File: src/rtl/regfile_2r2w.sv
// rtl/regfile_2r2w.sv - two-read/two-write register file with write-to-read forwarding
// Port L (load return) outranks port W (ALU) for both storage and forwarding.
module regfile_2r2w #(
  parameter int DATA_WIDTH    = 8,
  parameter int POINTER_WIDTH = 3
) (
  input  logic                     clock,
  input  logic                     reset,
  input  logic                     write_enable,
  input  logic [POINTER_WIDTH-1:0] write_address,
  input  logic [DATA_WIDTH-1:0]    write_data,
  input  logic                     load_enable,
  input  logic [POINTER_WIDTH-1:0] load_address,
  input  logic [DATA_WIDTH-1:0]    load_data,
  input  logic [POINTER_WIDTH-1:0] address_a,
  input  logic [POINTER_WIDTH-1:0] address_b,
  input  logic                     is_immediate_a,
  input  logic                     is_immediate_b,
  output logic [DATA_WIDTH-1:0]    data_out_a,
  output logic [DATA_WIDTH-1:0]    data_out_b,
  output logic                     write_collision
);

  localparam int DEPTH = 2 ** POINTER_WIDTH;

  logic [DATA_WIDTH-1:0] regs_q [DEPTH];
  logic [DATA_WIDTH-1:0] regs_d [DEPTH];
  logic [DATA_WIDTH-1:0] data_a_q, data_a_d;
  logic [DATA_WIDTH-1:0] data_b_q, data_b_d;
  logic                  collision_q, collision_d;

  // Read-port selection mirrors the write priority so forwarded data equals the post-edge contents.
  function automatic logic [DATA_WIDTH-1:0] read_select(
    input logic                     imm,
    input logic [POINTER_WIDTH-1:0] addr,
    input logic [DATA_WIDTH-1:0]    stored
  );
    logic [DATA_WIDTH-1:0] value;
    value = '0;
    if (imm) begin
      value[POINTER_WIDTH-1:0] = addr;
    end else if (load_enable && (load_address == addr)) begin
      value = load_data;
    end else if (write_enable && (write_address == addr)) begin
      value = write_data;
    end else begin
      value = stored;
    end
    return value;
  endfunction

  always_comb begin
    regs_d = regs_q;
    if (write_enable) begin
      regs_d[write_address] = write_data;
    end
    if (load_enable) begin
      regs_d[load_address] = load_data;
    end
  end

  always_comb begin
    data_a_d    = read_select(is_immediate_a, address_a, regs_q[address_a]);
    data_b_d    = read_select(is_immediate_b, address_b, regs_q[address_b]);
    collision_d = write_enable && load_enable && (write_address == load_address);
  end

  always_ff @(posedge clock or posedge reset) begin
    if (reset) begin
      for (int i = 0; i < DEPTH; i++) begin
        regs_q[i] <= '0;
      end
      data_a_q    <= '0;
      data_b_q    <= '0;
      collision_q <= 1'b0;
    end else begin
      regs_q      <= regs_d;
      data_a_q    <= data_a_d;
      data_b_q    <= data_b_d;
      collision_q <= collision_d;
    end
  end

  assign data_out_a      = data_a_q;
  assign data_out_b      = data_b_q;
  assign write_collision = collision_q;

endmodule

File: config.mk
export PLATFORM = sky130hd
export DESIGN_NAME = regfile_2r2w
export DESIGN_NICKNAME = d
export VERILOG_FILES = /design/src/rtl/regfile_2r2w.sv
export SDC_FILE = /design/constraint.sdc
export NUM_CORES = 1
export LEC_CHECK = 0
export CORE_ASPECT_RATIO = 1.25
export CORE_MARGIN = 2
export CORE_UTILIZATION = 40
export DETAILED_ROUTE_END_ITERATION = 10
export PLACE_DENSITY_LB_ADDON = 0.25
export SETUP_SLACK_MARGIN = 0.2
export SLEW_MARGIN = 20
export SYNTH_ARGS = -nofsm -noshare
export SYNTH_HDL_FRONTEND = slang
export SYNTH_SLANG_ARGS = --single-unit
File: constraint.sdc
create_clock -name clock -period 6.6 [get_ports clock]
set_input_delay 1.32 -clock clock [delete_from_list [all_inputs] [get_ports clock]]
set_output_delay 1.32 -clock clock [all_outputs]
set_load 0.05 [all_outputs]
-- Yosys cells after proc, flatten, opt, wreduce, memory -nomap -nowiden
Index checks and enable logic that the tools add are counted.
- bits of input ports: 34
- RAM bits: 0
- logic and storage cells: 56
- memory bits (read-only): 0
- flip-flop bits (word level): 81
- latch bits: 0
- output and inout port bits: 17
- memories: 0
- shift operators: 0
- $lt $le $gt $ge: 6
- reduce and logical (&&, ||, !) cells: 8
- eq/ne operators: 5
- divide/modulo/power cells: 0
- add/sub/neg operators: 0
- $mul: 0
- mux-type cells: 22
- bitwise gates (word level): 4
- operator list (operator ; count):
    64-bit bitwise mux ; 2
    64-bit two-way mux ; 2
    8-bit two-way mux ; 10
    8-bit binary-select mux with 3-bit select ; 2
    8-bit demux with 3-bit select ; 2
    4-bit >= comparator (second input constant) ; 4
    3-bit inverter with 4-bit output ; 4
    3-bit == test ; 5
    5-bit two-way mux ; 2
    1-bit logical AND ; 8
    4-bit by 1-bit less-than comparator with 1-bit output (second input constant) ; 2
    3-bit two-way mux ; 2

-- Longest topological paths before layout
Gate-level depths: netlist of the first run.
- word-level depth: 9
- mapped depth: 6
- mapped depth without buffers: 4

-- Least setup slack after synthesis of the first run
Ideal clock, no wire load.
- path type: input-to-reg
- from: in address_a[1]
- to: reg data_a_q[0], in the netlist data_out_a[0]
- required time: 6.458 ns
- stages: 5
- arrival time: 2.431 ns
- setup time: 0.142 ns
- setup slack: 4.027 ns
- path buffers: 1
- cells stage by stage: buf_6 > mux4_1 > mux2_2 > mux2i_1 > a221oi_1
- cells in the longest elaborated chain, start to end: 7
- elaborated cells on any way between the ends: 11
- those cells by class: eq/ne: 2; mux: 6; bitwise: 1; reduce/logical: 2
- ends and longest elaborated chain (item ; line ; RTL):
    start, declared ; 15 ; input logic [POINTER_WIDTH-1:0] address_a,
    3-bit inverter with 4-bit output (implied by the code) ; 63 ; data_a_d = read_select(is_immediate_a, address_a, regs_q[address_a]);
    8-bit binary-select mux with 3-bit select ; 63 ;
    8-bit two-way mux (implied by the code) (2 in series) ; 63 ;
    8-bit two-way mux ; 44 ; end else if (write_enable && (write_address == addr)) begin
    8-bit two-way mux (*) ; 42 ; end else if (load_enable && (load_address == addr)) begin
    3-bit two-way mux (*) ; 40 ; if (imm) begin
    net data_a_d[0] ; 28 ; logic [DATA_WIDTH-1:0] data_a_q, data_a_d;
    end signal, assigned ; 78 ; data_a_q <= data_a_d;
    end, declared ; 28 ;
Mark *: on every way through the listed nets, which the timed path passes. The rest lies on a longest branch. The select of a mux whose other input is x is not followed.

-- Final worst setup path of the first run
Same ends and word-level chain as after synthesis.

==> qor.csv, run 1 <==
stage,metric,value,unit
clock_tree,Post-CTS Hold Buffers,0,
worst_setup_path,CP Max Fanout,20,
logic_synthesis,Syn. warnings,0,
drt,vias per cell,5.805,
logic_synthesis,Seq cells post-synth,81,
drt,Antenna Nets Post-Route,0,
worst_setup_path,"Slowest-stage cell, CP",clkdlybuf4s50_1,
logic_synthesis,Gate Count Post-Synth,506,
global_routing,global router's overall resource usage,0.2110,
cells_and_area,most frequent cells in the layout,"mux2i_1, dfrtp_1, nand2_1",
pwr,P per Cell Area,270.7,nW/µm²
logic_synthesis,asr flop ratio synth,1.000,
pwr,Seq pwr share,0.419,
timing,highest clock rate,281.1,MHz
clock_tree,Worst-Skew Late Latency,340,ps
logic_synthesis,"EDFF count, synth",0,
worst_setup_path,crit end category,flip-flop,
global_routing,largest net degree at the start of global routing,82,
clock_tree,CTS max path bufs,2,
cells_and_area,share of layout cells above drive strength 1,0.08381,
logic_synthesis,most common flop cell mapped by yosys,dfrtp_1,
worst_setup_path,Setup CP Type,in -> reg,
logic_synthesis,synthesized area,5202,µm²
drt,1st-pass router iterations,4,
pwr,P_int,1112,µW
floorplanning,# rows,46,
clock_tree,cts bufs inserted,9,
timing,RSZ-0062 raised after global routing,no,
logic_synthesis,register area share after synthesis,0.3896,
pwr,Clock Power Share,0.310,
drt,DRT Wirelength,14030,µm
placed_design,IO buf count,50,
drt,drt initial violations,307,
cells_and_area,fin nets,554,
global_routing,total gr overflow,0,
floorplanning,initial core utilization,0.4090,
clock_tree,H-tree depth,3,
clock_tree,Post-CTS Repair Setup Buffers,0,
timing,setup ws final,3042,ps
global_routing,vias in the first global route,3932,
pwr,Logic pwr share,0.271,
timing,worst clock skew,9.329,ps
worst_setup_path,crit path DAT,3790,ps
clock_tree,CTS root buffer,clkbuf_16,
worst_setup_path,WP data required,6830,ps
clock_tree,TritonCTS clock tree,yes,
placed_design,dpl hpwl,9974,µm
pwr,Total Power,1629,µW
clock_tree,clk sinks,81,
run,Max-Cap Viols,0,
drt,Residual DRC,0,
run_status,status,completed,
timing,slew of the pin with the lowest slew margin,1013,ps
placed_design,pre-CTS WS,2746,ps
floorplanning,Die ar.,13940,µm²
worst_setup_path,startpoint types,input pin,
pwr,Pleak,0.002540,µW
timing,fin crit share,0.5391,
logic_synthesis,syn_area_per_cell,10.28,µm²
clock_tree,clk slew on worst S/H paths,60,ps
cells_and_area,Diodes inserted,0,
placed_design,RD Place Congestion,0.9214,
timing,Setup TNS,0,ps
clock_tree,post-CTS resize count,0,
cells_and_area,"commonest non-fill, non-tap cell in the layout",mux2i_1,
timing,Pins Over Slew Limit,0,
pwr,peak supply drop,0.1444,mV
drt,Avg WL per Cell,20.25,µm
floorplanning,core region area,12720,µm²
timing,final setup fails,0,
global_routing,first-pass GRT wire length,22630,µm
cells_and_area,Area growth syn-to-layout,15.63,%
timing,Max-Slew Margin vs Limit,0.3223,
timing,endpoints failing hold,0,
worst_setup_path,slowest cell delay on critical path,1140,ps
logic_synthesis,Mapped Nets,540,
drt,via count,4023,
pwr,Net Switching,517.0,µW
global_routing,initial antenna violation count,0,
worst_hold_path,Hold Path Class,reg -> reg,
logic_synthesis,Yosys cell types,33,
worst_setup_path,crit-path cells,"clkdlybuf4s50_1, xnor2_1, nand4_1, nor2b_1, a221oi_1",
timing,Final Critical Period,3558,ps
floorplanning,Die H,131.5,µm
floorplanning,# IOs,51,
pwr,Net Sw Frac,0.3174,
floorplanning,die width,106.0,µm
worst max-delay path: cells and delay by family:
kind                   cells  cell delay (ps)
AND/OR/NAND/NOR            2              870
AO/OA/AOI/OAI              1              250
buffers and inverters      1             1140
XOR/XNOR                   1              200
state kept, by name, summed over array words and instances (netlist names):
signal and flops:
regs_q 64, data_out_b 8, data_out_a 8, write_collision 1
path summary, 6_finish.rpt:
kind                               from  slack [ps]         endpoint  depth (start not counted)
max in group asynchronous         reset        4570        regs_q[8]                          3
setup / recovery           address_a[1]        3040    data_out_a[0]                          5
min in group asynchronous         reset        1460  write_collision                          3
hold / removal               regs_q[30]         600       regs_q[30]                          2
setup reg to reg             regs_q[41]        4990    data_out_b[1]                          4
hold reg to reg              regs_q[30]         600       regs_q[30]                          2
layer usage:
layer	wire length (µm)	track usage	part of all wire	up-vias
li1	-	-	-	1879
met1	6095	0.2859	0.43	1987
met4	177	0.06140	0.013	0
met3	788	0.03819	0.056	12
met5	0	0	0	-
met2	6970	0.3455	0.50	145
metrics by stage:
step / instances / area (µm²) / hold WS (ps) / utilization
floorplan: 506 / 5202 / 520.6 / -
global placement: 677 / 5702 / 564.2 / 0.4483
detailed placement: 677 / 5702 / 586.1 / 0.4483
CTS: 693 / 6006 / 602.7 / 0.4722
global route: 693 / 6016 / 634.1 / 0.4729
finish: 693 / 6016 / 602.8 / 0.4729
cell usage after synthesis (all sizes together) (6+ instances only):
| cell | instances | share of area |
|---|---|---|
| o21ai | 32 | 0.031 |
| mux2 | 6 | 0.013 |
| mux2i | 90 | 0.17 |
| nor2 | 42 | 0.030 |
| o2111ai | 10 | 0.017 |
| a21oi | 32 | 0.031 |
| dfrtp | 81 | 0.39 |
| xnor2 | 13 | 0.022 |
| inv | 7 | 0.0051 |
| mux4 | 22 | 0.11 |
| a221oi | 6 | 0.010 |
| a311oi | 10 | 0.017 |
| clkbuf | 24 | 0.017 |
| nand3 | 11 | 0.011 |
| buf | 29 | 0.032 |
| nand2 | 54 | 0.039 |
| nand4b | 6 | 0.010 |
| nor3 | 11 | 0.016 |
| nand4 | 6 | 0.0096 |
power by group through the flow:
| stage | clock network (µW) | registers (µW) | logic [µW] |
|---|---|---|---|
| after global placement | 0 | 681 | 430 |
| after detailed placement | 0 | 686 | 440 |
| after floorplan | 0 | 709 | 277 |
| after CTS | 518 | 679 | 441 |
| after global routing | 537 | 692 | 480 |
| final | 505 | 682 | 441 |
kinds of logic (layout without fill, tap and decap cells):
logic type	after synthesis	count (layout)	synth area share
xor gates and xnor gates	15	15	0.02525
muxes	118	118	0.2915
buffers and inverters	60	79	0.05460
and+or+nand+nor	142	142	0.1337
DFF	81	81	0.3896
AOI/OAI and AO/OA	90	90	0.1053
area by class of cell:
cell class	instances	area, µm²
Tap cell	168	210.2
Inverter	7	27.53
Timing Repair Buffer	56	549.3
Clock inverter	6	65.06
Multi-Input combinational cell	365	2898
Clock buffer	10	239.0
Sequential cell	81	2027
Fill cell	1146	6704
Note: power is estimated with default switching activity, not from simulation.
==> run 2, diff against run 1 <==
==> constraint.sdc (replaced) <==
create_clock -name clock -period 3.35 [get_ports clock]
set_input_delay 0.67 -clock clock [delete_from_list [all_inputs] [get_ports clock]]
set_output_delay 0.67 -clock clock [all_outputs]
set_load 0.05 [all_outputs]
==> run 2 against run 1 <==
Compared with the run above:
- clock power increased by 86%
- clock skew decreased by 2.0 ps
- via count increased by 1.3%
- non-clock buffer count increased by 14
- global-route usage about the same
- die area unchanged
- cell count increased by 2.0%
- combinational power increased by 100%
- flip-flop and latch count unchanged
- first-iteration DRC count decreased by 21%
- largest cell class unchanged
- highest routed layer unchanged
==> qor.csv, run 2 (synthesized netlist as in run 1, its figures left out) <==
stage,metric,value,unit
drt,Metal-1 WL,6263,µm
run_status,status,completed,
floorplanning,# rows,46,
cells_and_area,most frequent cells in the layout,"mux2i_1, dfrtp_1, nand2_1",
drt,routed wl met2,6982,µm
worst_hold_path,Hold Startpoint,regs_q[55],
global_routing,total gr overflow,0,
timing,worst clock skew,7.297,ps
placed_design,dpl hpwl,10280,µm
pwr,Net Switching,1048,µW
cells_and_area,Area growth syn-to-layout,17.24,%
timing,endpoints failing hold,0,
worst_setup_path,crit end category,flip-flop,
drt,metal3 WL,654,µm
timing,setup ws final,762.0,ps
worst_setup_path,R2R cell count,4,
pwr,Clock Power Share,0.297,
drt,Residual DRC,0,
floorplanning,initial core utilization,0.4090,
timing,Final Critical Period,2588,ps
clock_tree,clk slew on worst S/H paths,60,ps
pwr,peak supply drop,0.2406,mV
floorplanning,core region area,12720,µm²
floorplanning,Die ar.,13940,µm²
cells_and_area,max reg flops,64,
timing,Pins Over Slew Limit,0,
placed_design,pre-CTS WS,449.1,ps
global_routing,largest net degree at the start of global routing,53,
clock_tree,cts bufs inserted,9,
worst_setup_path,CP Max Fanout,13,
pwr,P per Cell Area,517.6,nW/µm²
clock_tree,H-tree depth,3,
drt,vias per cell,5.765,
worst_hold_path,Hold Path Class,reg -> reg,
worst_hold_path,hold path endpoint,regs_q[55],
pwr,Logic pwr share,0.281,
global_routing,initial antenna violation count,0,
clock_tree,Post-CTS Repair Setup Buffers,0,
drt,Avg WL per Cell,19.99,µm
clock_tree,TritonCTS clock tree,yes,
worst_setup_path,Setup CP Type,in -> reg,
worst_hold_path,hold-critical path depth,2,
pwr,Seq pwr share,0.422,
timing,final setup fails,0,
drt,via count,4076,
clock_tree,CTS root buffer,clkbuf_16,
drt,DRT Wirelength,14140,µm
drt,drt initial violations,243,
cells_and_area,"commonest non-fill, non-tap cell in the layout",mux2i_1,
timing,highest clock rate,386.4,MHz
timing,slew of the pin with the lowest slew margin,702.0,ps
pwr,Net Sw Frac,0.3321,
run,Max-Cap Viols,0,
cells_and_area,Register Area,2027,µm²
pwr,Pleak,0.002593,µW
floorplanning,# IOs,51,
clock_tree,CTS max path bufs,2,
global_routing,first-pass GRT wire length,22770,µm
floorplanning,Die H,131.5,µm
worst_setup_path,R2R Path Start,regs_q[40],
drt,Antenna Nets Post-Route,0,
timing,Max-Slew Margin vs Limit,0.5295,
timing,fin crit share,0.7725,
worst_setup_path,startpoint types,input pin,
cells_and_area,Diodes inserted,0,
timing,RSZ-0062 raised after global routing,no,
timing,Setup TNS,0,ps
cells_and_area,combined area of the multi-input logic cells,2892,µm²
worst_setup_path,worst reg2reg setup slack,1700,ps
cells_and_area,Biggest register,regs_q,
drt,1st-pass router iterations,5,
pwr,P_int,2108,µW
clock_tree,post-CTS resize count,0,
worst_setup_path,WP data required,3550,ps
cells_and_area,share of layout cells above drive strength 1,0.1076,
floorplanning,die width,106.0,µm
worst_setup_path,crit path DAT,2780,ps
cells_and_area,fin nets,568,
placed_design,IO buf count,50,
cells_and_area,Fill cells,1166,
placed_design,RD Place Congestion,0.9472,
global_routing,global router's overall resource usage,0.2108,
drt,top layer in use,met4,
global_routing,vias in the first global route,3997,
clock_tree,clk sinks,81,
clock_tree,Worst-Skew Late Latency,340,ps
clock_tree,Post-CTS Hold Buffers,0,
worst_setup_path,worst r2r dst,data_out_a[0],
run 2: how the worst max path moves through the flow:
stage	start	endpoint	slack (ps)	depth (start not counted)
5_1_grt	address_a[1]	data_out_a[0]	670	6
4_1_cts	address_b[1]	data_out_b[7]	790	5
6_report	address_b[1]	data_out_b[7]	760	5
3_5_place_dp	address_b[1]	data_out_b[7]	450	5
3_3_place_gp	address_b[1]	data_out_b[1]	480	6
2_1_floorplan	reset	data_out_a[0]	600	1
run 2: routing by layer:
metal  global-route usage  vias to the layer above
met5                    0                        -
met4              0.07091                        0
met3              0.02282                       18
met2               0.3487                      125
met1               0.2881                     2027
li1                     -                     1906
run 2: final cells by class:
class / count / share of cell area
clock buffers: 9 / 0.03692
repair buffers: 70 / 0.1087
inverters: 7 / 0.004513
clock inverters: 7 / 0.009026
flip-flops and latches: 81 / 0.3323
multi-input cells: 365 / 0.4741
well taps: 168 / 0.03446
run 2: stage by stage:
step	cell area (µm²)	cells	total power, µW	utilization	hold slack, ps
6_report	6100	707	3157	0.4795	598.6
2_1_floorplan	5202	506	1942	-	520.6
4_1_cts	6100	707	3157	0.4795	588.4
5_1_grt	6100	707	3304	0.4795	629.0
3_5_place_dp	5819	691	2223	0.4575	574.1
3_3_place_gp	5819	691	2185	0.4575	555.3
run 2: power by group through the flow:
stage | registers, µW | logic, µW | clock network, µW
after floorplan | 1400 | 545 | 0
after global placement | 1320 | 862 | 0
final | 1330 | 887 | 938
after CTS | 1330 | 885 | 946
after detailed placement | 1340 | 883 | 0
after global routing | 1360 | 957 | 991
run 2: worst max-delay path: stages:
cell and delay [ps]:
clkdlybuf4s50_1 760, buf_4 330, mux4_1 640, o2111ai_1 250, a311oi_1 130
==> run 3, diff against run 2 <==
==> constraint.sdc (replaced) <==
create_clock -name clock -period 2.5 [get_ports clock]
set_input_delay 0.5 -clock clock [delete_from_list [all_inputs] [get_ports clock]]
set_output_delay 0.5 -clock clock [all_outputs]
set_load 0.05 [all_outputs]
==> run 3 against run 2 <==
Compared with the run above:
- flip-flop and latch count unchanged
- global-route usage shrank 1.1 points
- clock skew barely moved
- worst hold slack lost 55 ps
- first-iteration DRC count is the same
- setup slack lost 390 ps
- sequential share of layout area down 1.0 points
- total power up 37%
- largest cell class unchanged
- highest routed layer unchanged
==> qor.csv, run 3 (synthesized netlist as in run 1, its figures left out) <==
stage,metric,value,unit
timing,highest clock rate,470.9,MHz
worst_setup_path,worst reg2reg setup slack,870,ps
global_routing,vias in the first global route,3984,
cells_and_area,Fill cells,1177,
cells_and_area,Non-Filler Instances,726,
timing,endpoints failing hold,0,
global_routing,first-pass GRT wire length,21740,µm
cells_and_area,fin nets,587,
worst_setup_path,WP data required,2720,ps
floorplanning,initial core utilization,0.4090,
placed_design,pre-CTS WS,36.46,ps
clock_tree,TritonCTS clock tree,yes,
drt,vias per cell,5.635,
drt,Avg WL per Cell,18.23,µm
placed_design,dpl cells,710,
worst_setup_path,R2R cell count,4,
run,Max-Cap Viols,0,
run_status,status,completed,
floorplanning,# rows,46,
cells_and_area,Area growth syn-to-layout,21.00,%
drt,via count,4091,
timing,setup ws final,376.3,ps
floorplanning,die width,106.0,µm
pwr,P per Cell Area,685.5,nW/µm²
drt,Residual DRC,0,
worst_setup_path,crit path DAT,2340,ps
cells_and_area,max reg flops,64,
clock_tree,CTS max path bufs,2,
timing,Max-Slew Margin vs Limit,0.6617,
timing,Pins Over Slew Limit,0,
cells_and_area,Biggest register,regs_q,
drt,Antenna Nets Post-Route,0,
timing,final setup fails,0,
cells_and_area,share of layout cells above drive strength 1,0.1362,
clock_tree,Post-CTS Hold Buffers,0,
floorplanning,core region area,12720,µm²
clock_tree,H-tree depth,3,
clock_tree,CTS root buffer,clkbuf_16,
global_routing,global router's overall resource usage,0.2000,
pwr,Pleak,0.002693,µW
global_routing,initial antenna violation count,0,
cells_and_area,most frequent cells in the layout,"mux2i_1, dfrtp_1, nand2_1",
pwr,peak supply drop,0.4443,mV
cells_and_area,final core occ,0.4949,
floorplanning,Die ar.,13940,µm²
drt,DRT Wirelength,13230,µm
timing,worst clock skew,6.814,ps
cells_and_area,Diodes inserted,0,
worst_hold_path,Hold Path Class,in -> async,
worst_setup_path,CP Max Fanout,10,
worst_setup_path,startpoint types,input pin,
floorplanning,# IOs,51,
worst_setup_path,crit end category,flip-flop,
clock_tree,Post-CTS Repair Setup Buffers,0,
placed_design,RD Place Congestion,0.8679,
drt,drt initial violations,243,
clock_tree,Worst-Skew Late Latency,340,ps
clock_tree,post-CTS resize count,0,
timing,slew of the pin with the lowest slew margin,506.4,ps
clock_tree,clk slew on worst S/H paths,60,ps
timing,Final Critical Period,2124,ps
global_routing,largest net degree at the start of global routing,46,
timing,fin crit share,0.8495,
drt,1st-pass router iterations,4,
clock_tree,clk sinks,81,
floorplanning,Die H,131.5,µm
worst_setup_path,Setup CP Type,in -> reg,
cells_and_area,"commonest non-fill, non-tap cell in the layout",mux2i_1,
global_routing,total gr overflow,0,
clock_tree,cts bufs inserted,9,
timing,RSZ-0062 raised after global routing,no,
timing,Setup TNS,0,ps
placed_design,dpl hpwl,10260,µm
placed_design,IO buf count,50,
-- run 3: cell type report --
type | count | area [µm²] | area share
Sequential cell | 81 | 2027 | 0.3220
Clock buffer | 11 | 242.7 | 0.03856
Tap cell | 168 | 210.2 | 0.03339
Inverter | 7 | 30.03 | 0.004770
Clock inverter | 5 | 62.56 | 0.009938
Timing Repair Buffer | 89 | 830.8 | 0.1320
Multi-Input combinational cell | 365 | 2892 | 0.4594
-- run 3: path summary, 6_finish.rpt --
check                                  start               to
max in group asynchronous              reset       regs_q[27]
min in group clock                regs_q[59]       regs_q[59]
worst max-delay path            address_a[2]    data_out_a[2]
worst min-delay path                   reset  write_collision
worst min register to register    regs_q[59]       regs_q[59]
worst max register to register    regs_q[40]    data_out_b[0]
-- run 3: per-stage QoR --
stage,total power [µW],hold WS [ps],area (µm²)
floorplan,2603,520.6,5206
global placement,2940,548.6,5989
detailed placement,2991,577.8,5989
CTS,4345,554.6,6295
global route,4531,605.6,6295
finish,4315,543.1,6295
-- run 3: worst max-delay path: stages --
cell and delay [ps]:
clkdlybuf4s50_1 650, xnor2_1 330, nand4_2 330, mux2i_1 200, a221oi_1 320
-- run 3: routing by layer --
layer | share of wire | GRT usage | up-vias
met1 | 0.45 | 0.2753 | 1990
met2 | 0.48 | 0.3133 | 127
met3 | 0.043 | 0.03026 | 23
met4 | 0.030 | 0.08553 | 0
li1 | - | - | 1951
met5 | 0 | 0 | -
-- run 3: power breakdown --
group          internal, µW  leakage [µW]  switching [µW]
Sequential             1580      0.000965             207
Combinational           581       0.00159             606
Clock                   806      0.000142             532
